## src/rtl/cut_response_analyzer.sv

```systemverilog
// cut_response_analyzer
// Compares the output of a circuit under test against a fault-free reference
// for each applied 5-bit vector. It counts mismatches, with saturation, and
// captures the first failing vector. It also compacts the CUT response into a
// single-input MISR signature.
// Optional build macro: CRA_GOLDEN_SIG_EN adds the GOLDEN_SIG parameter and the
// sig_match output, and folds the signature comparison into pass.
module cut_response_analyzer #(
    parameter int unsigned       NUM_VEC = 32,
    parameter int unsigned       CNT_W   = 6,
    parameter int unsigned       SIG_W   = 16,
    parameter logic [SIG_W-1:0]  POLY    = 16'h1021,
    parameter logic [SIG_W-1:0]  SEED    = 16'h0000
`ifdef CRA_GOLDEN_SIG_EN
    ,
    parameter logic [SIG_W-1:0]  GOLDEN_SIG = '0
`endif
) (
    input  logic             clk,
    input  logic             rst,
    input  logic             start,
    input  logic             pat_valid,
    input  logic [4:0]       pat_vec,
    input  logic             z_dut,
    input  logic             z_ref,
    output logic             busy,
    output logic             done,
    output logic             pass,
    output logic [CNT_W-1:0] mismatch_cnt,
    output logic             first_fail_vld,
    output logic [4:0]       first_fail_vec,
    output logic [SIG_W-1:0] signature
`ifdef CRA_GOLDEN_SIG_EN
    ,
    output logic             sig_match
`endif
);

    typedef enum logic [1:0] {
        IDLE,
        RUN,
        DONE
    } state_t;

    localparam logic [7:0] LAST_VEC = 8'(NUM_VEC - 1);

    state_t           state, state_nxt;
    logic [7:0]       vcnt, vcnt_nxt;
    logic             busy_nxt, done_nxt, pass_nxt;
    logic [CNT_W-1:0] cnt_nxt;
    logic             ffv_vld_nxt;
    logic [4:0]       ffv_nxt;
    logic [SIG_W-1:0] sig_nxt;
    logic             accept;
    logic             mism;
    logic [SIG_W-1:0] sig_step;
`ifdef CRA_GOLDEN_SIG_EN
    logic             sig_match_nxt;
`endif

    assign accept   = (state == RUN) && pat_valid;
    assign mism     = z_dut ^ z_ref;
    assign sig_step = {signature[SIG_W-2:0], 1'b0}
                    ^ (signature[SIG_W-1] ? POLY : '0)
                    ^ {{(SIG_W-1){1'b0}}, z_dut};

    // Next-state and next-result logic; every register holds unless updated
    always_comb begin
        state_nxt   = state;
        vcnt_nxt    = vcnt;
        cnt_nxt     = mismatch_cnt;
        ffv_vld_nxt = first_fail_vld;
        ffv_nxt     = first_fail_vec;
        sig_nxt     = signature;
        done_nxt    = done;
        pass_nxt    = pass;
`ifdef CRA_GOLDEN_SIG_EN
        sig_match_nxt = sig_match;
`endif
        case (state)
            IDLE, DONE: begin
                // A start wins over a simultaneous pat_valid: that vector is dropped
                if (start) begin
                    state_nxt   = RUN;
                    vcnt_nxt    = '0;
                    cnt_nxt     = '0;
                    ffv_vld_nxt = 1'b0;
                    ffv_nxt     = '0;
                    sig_nxt     = SEED;
                    done_nxt    = 1'b0;
                    pass_nxt    = 1'b0;
`ifdef CRA_GOLDEN_SIG_EN
                    sig_match_nxt = 1'b0;
`endif
                end
            end
            RUN: begin
                if (accept) begin
                    vcnt_nxt = vcnt + 8'd1;
                    sig_nxt  = sig_step;
                    if (mism) begin
                        if (mismatch_cnt != '1) begin
                            cnt_nxt = mismatch_cnt + 1'b1;
                        end
                        if (!first_fail_vld) begin
                            ffv_vld_nxt = 1'b1;
                            ffv_nxt     = pat_vec;
                        end
                    end
                    if (vcnt == LAST_VEC) begin
                        state_nxt = DONE;
                        done_nxt  = 1'b1;
`ifdef CRA_GOLDEN_SIG_EN
                        sig_match_nxt = (sig_step == GOLDEN_SIG);
                        pass_nxt      = (cnt_nxt == '0) && sig_match_nxt;
`else
                        pass_nxt      = (cnt_nxt == '0);
`endif
                    end
                end
            end
            default: begin
                state_nxt = IDLE;
            end
        endcase
        busy_nxt = (state_nxt == RUN);
    end

    // State register
    always_ff @(posedge clk) begin
        if (rst) begin
            state <= IDLE;
        end else begin
            state <= state_nxt;
        end
    end

    // Result registers; reset discards any partial session
    always_ff @(posedge clk) begin
        if (rst) begin
            vcnt           <= '0;
            busy           <= 1'b0;
            done           <= 1'b0;
            pass           <= 1'b0;
            mismatch_cnt   <= '0;
            first_fail_vld <= 1'b0;
            first_fail_vec <= '0;
            signature      <= SEED;
`ifdef CRA_GOLDEN_SIG_EN
            sig_match      <= 1'b0;
`endif
        end else begin
            vcnt           <= vcnt_nxt;
            busy           <= busy_nxt;
            done           <= done_nxt;
            pass           <= pass_nxt;
            mismatch_cnt   <= cnt_nxt;
            first_fail_vld <= ffv_vld_nxt;
            first_fail_vec <= ffv_nxt;
            signature      <= sig_nxt;
`ifdef CRA_GOLDEN_SIG_EN
            sig_match      <= sig_match_nxt;
`endif
        end
    end

endmodule

```

## config.mk

```make
export PLATFORM = sky130hd
export DESIGN_NAME = cut_response_analyzer
export DESIGN_NICKNAME = d
export VERILOG_FILES = /design/src/rtl/cut_response_analyzer.sv
export SDC_FILE = /design/constraint.sdc
export NUM_CORES = 1
export LEC_CHECK = 0
export BUFFER_PORTS_ARGS = -buffer_cell sky130_fd_sc_hd__buf_2
export CORE_UTILIZATION = 56
export CTS_CLUSTER_SIZE = 24
export DETAILED_ROUTE_END_ITERATION = 10
export PLACE_DENSITY = 0.8
export SLEW_MARGIN = 15
export SYNTH_ARGS = -nofsm -noshare
export SYNTH_HDL_FRONTEND = slang
export SYNTH_SLANG_ARGS = --single-unit
```

## constraint.sdc

```tcl
create_clock -name clk -period 4.7 [get_ports clk]
set_clock_uncertainty 0.05 [all_clocks]
set_input_delay 0.235 -clock clk [delete_from_list [all_inputs] [get_ports clk]]
set_output_delay 0.235 -clock clk [all_outputs]
set_load 0.005 [all_outputs]
```

==> results.md <==
* IO Count at 42
* Die width at just under 60 µm
* DIE HEIGHT at slightly below 60 µm
* Maximum clock frequency at around 0.39 GHz
* Vias in the first global route at 1353
* CTS resizes at 0
* Outcome: finished with violations
* Placer Congestion at around 0.84
* Req. time, crit path at about 4.9 ns
* FILL cells at between 200 and 250
* Syn nets at 197
* Multi-input logic area at 866 µm²
* Sum Neg Setup Slack at 0 ns
* Mapped cell area at about 1700 µm²
* DRC violations left at 2
* H-Tree Depth at 2
* Nets at 235
* Initial antenna violation count at 0
* Global-route wire length before repair at 6.16 mm
* Mean Syn Cell Area at roughly 9.4 µm²
* Area taken by flip-flops and latches at 821 µm²
* Post-route setup slack at between 2 and 2.5 ns
* Synth Instances at between 150 and 200
* Max-Cap Viols at 0
* Via count at between 1500 and 2000
* Pwr Density at around 290 nW/µm²
* Slew HR at between 20 and 30%
* Tcrit/Tclk final at about 54%
* Clk_lat worst skew at between 0.3 and 0.4 ns
* HP Class: input port to flop
* Leak at roughly 0.83 nW
* Num CTS Buffers at 5
* Final instance area at ~2000 µm²
* Post-CTS setup buffer count at 0
* Startpoint Class: flop
* # clock sinks at between 40 and 50
* Initial Utilization at around 61%
* Sequential share of the synthesized area at a little under half
* Total grt overflow at 0
* Ratio of cells with drive above 1 in the final layout at 23.9%
* Total GRT Usage at roughly a quarter
* Commonest non-fill, non-tap cells in the layout: dfxtp_1, buf_2, nor2_1, a22oi_1, a21oi_1
* Place WS at just under 2 ns
* Type of the worst setup path: flop to flop
* Placed cell area at between 1500 and 2000 µm²
* Die area at 3320 µm²
* CTS root buffer: clkbuf_4
* Router iterations before antenna repair at 7
* RSZ-0062 raised after global routing: no
* Post-synth top area cell: dfxtp_1
* Ant diodes at 0
* Post-DRT Antenna Nets at 0
* DPL Wire Length at ~2.6 mm
* Via density at 6.05
* Unique cell type count in the Yosys netlist at 44
* # hold bufs at CTS at 0
* FP Rows at 19
* Yosys top cell area share at 47.3%
* Worst-Margin Slew at between 1 and 1.5 ns
* CTS tree: built
* Slew Limit Fails at 0
* CP endpoint kind: flop
* Initial DRC Count at slightly below 90
* IO buf count at 41
* Post-route minimum period at between 2 and 3 ns
* Core area at approximately 2900 µm²
* Endpoints failing hold at 0
* Final setup fails at 0
* Worst-path clk slew at about 0.11 ns
* CTS max path bufs at 2
* Failing checks: design-rule violations
* Total Wirelength at approximately 3.8 mm
* Pin count of the biggest net entering global routing at 32
* Ys Warns at 0
* Arrival time worst endpoint at roughly 2.8 ns
* Maximum VDD drop at around 0.21 mV
* Synth area leaders: dfxtp_1, a22oi_1, nor2_1
* Flops & latches, synth at 41
* Crit path max fanout at 30
* Final core occ at 69.7%
* P&R area growth vs syn at 14.7%
* Wire per inst at 14.8 µm
==> final timing paths <==
path	cells past startpoint	end	slack, ns	startpoint
hold / removal	2	first_fail_vec[4]	0.04	pat_vec[4]
setup / recovery	4	vcnt[7]	2.14	state[0]
setup reg to reg	4	vcnt[7]	2.14	state[0]
hold reg to reg	2	done	0.42	done
==> synth_stat cells (all sizes together) <==
cell type and n:
o41ai 1, mux2i 2, nor2 24, a22oi 14, o32a 1, xnor2 2
a221oi 1, xor2 7, dfxtp 41, buf 5, and2b 1, nand3b 1
a22o 5, or4 2, nor3 1, a41oi 1, ha 2, or4b 1
a31oi 2, nor2b 4, o31ai 2, a21oi 11, o21bai 1, o21ai 7
o2111ai 3, a21boi 1, a21o 1, clkbuf 5, nand4 3, and2 1
and3b 1, nand3 7, inv 1, nand2b 6, nor4 2, nor4b 2
nor3b 2, nand2 8, and3 2
==> cell families after synthesis <==
family                     after synthesis  synth area share [%]
AOI/OAI and AO/OA                       51                  20.7
xor gates and xnor gates                 9                  5.63
adders and majority gates                2                  1.44
buffers and inverters                   11                  2.89
DFF                                     41                  47.3
muxes                                    2                  1.15
and+or+nand+nor                         68                  20.9
==> power breakdown <==
| group | internal, W | switching, W |
|---|---|---|
| registers | 0.000352 | 0.00000410 |
| clock network | 0.0000706 | 0.000108 |
| logic | 0.0000152 | 0.0000337 |
| total | 0.000437 | 0.000146 |
==> metal layers <==
metal  share of wire (%)  track usage [%]
met1                  44             31.0
met2                  48             39.0
met3                 5.9             5.58
met4                 2.0             13.6
met5                   0                0
==> worst max-delay path, cell delays in order (launching register included) <==
cell and delay [ns]:
dfxtp_1 0.42, and3b_1 0.91, nor2_2 0.39, or4_1 0.58, a21oi_1 0.14
==> through the flow <==
stage / hold slack, ns / total power, W / cells
6_report: 0.0425 / 0.000583 / 253
5_1_grt: 0.0308 / 0.000604 / 253
4_1_cts: 0.0267 / 0.000587 / 253
3_5_place_dp: 0.399 / 0.000412 / 246
3_3_place_gp: 0.394 / 0.000410 / 246
2_1_floorplan: 0.318 / 0.000396 / 184
==> sequential cells by signal, summed over array words and instances, names as in the netlist <==
signal / count
mismatch_cnt: 6
vcnt: 8
done: 1
state: 2
pass: 1
busy: 1
first_fail_vec: 5
first_fail_vld: 1
signature: 16
==> area by class of cell <==
class / count / share of cell area [%]
inverter: 1 / 0.189
multi-input combinational: 132 / 43.5
timing repair buffer: 41 / 10.3
sequential: 41 / 41.3
tap: 31 / 1.95
clock buffer: 7 / 2.77
(Power assumes the default switching activity.)
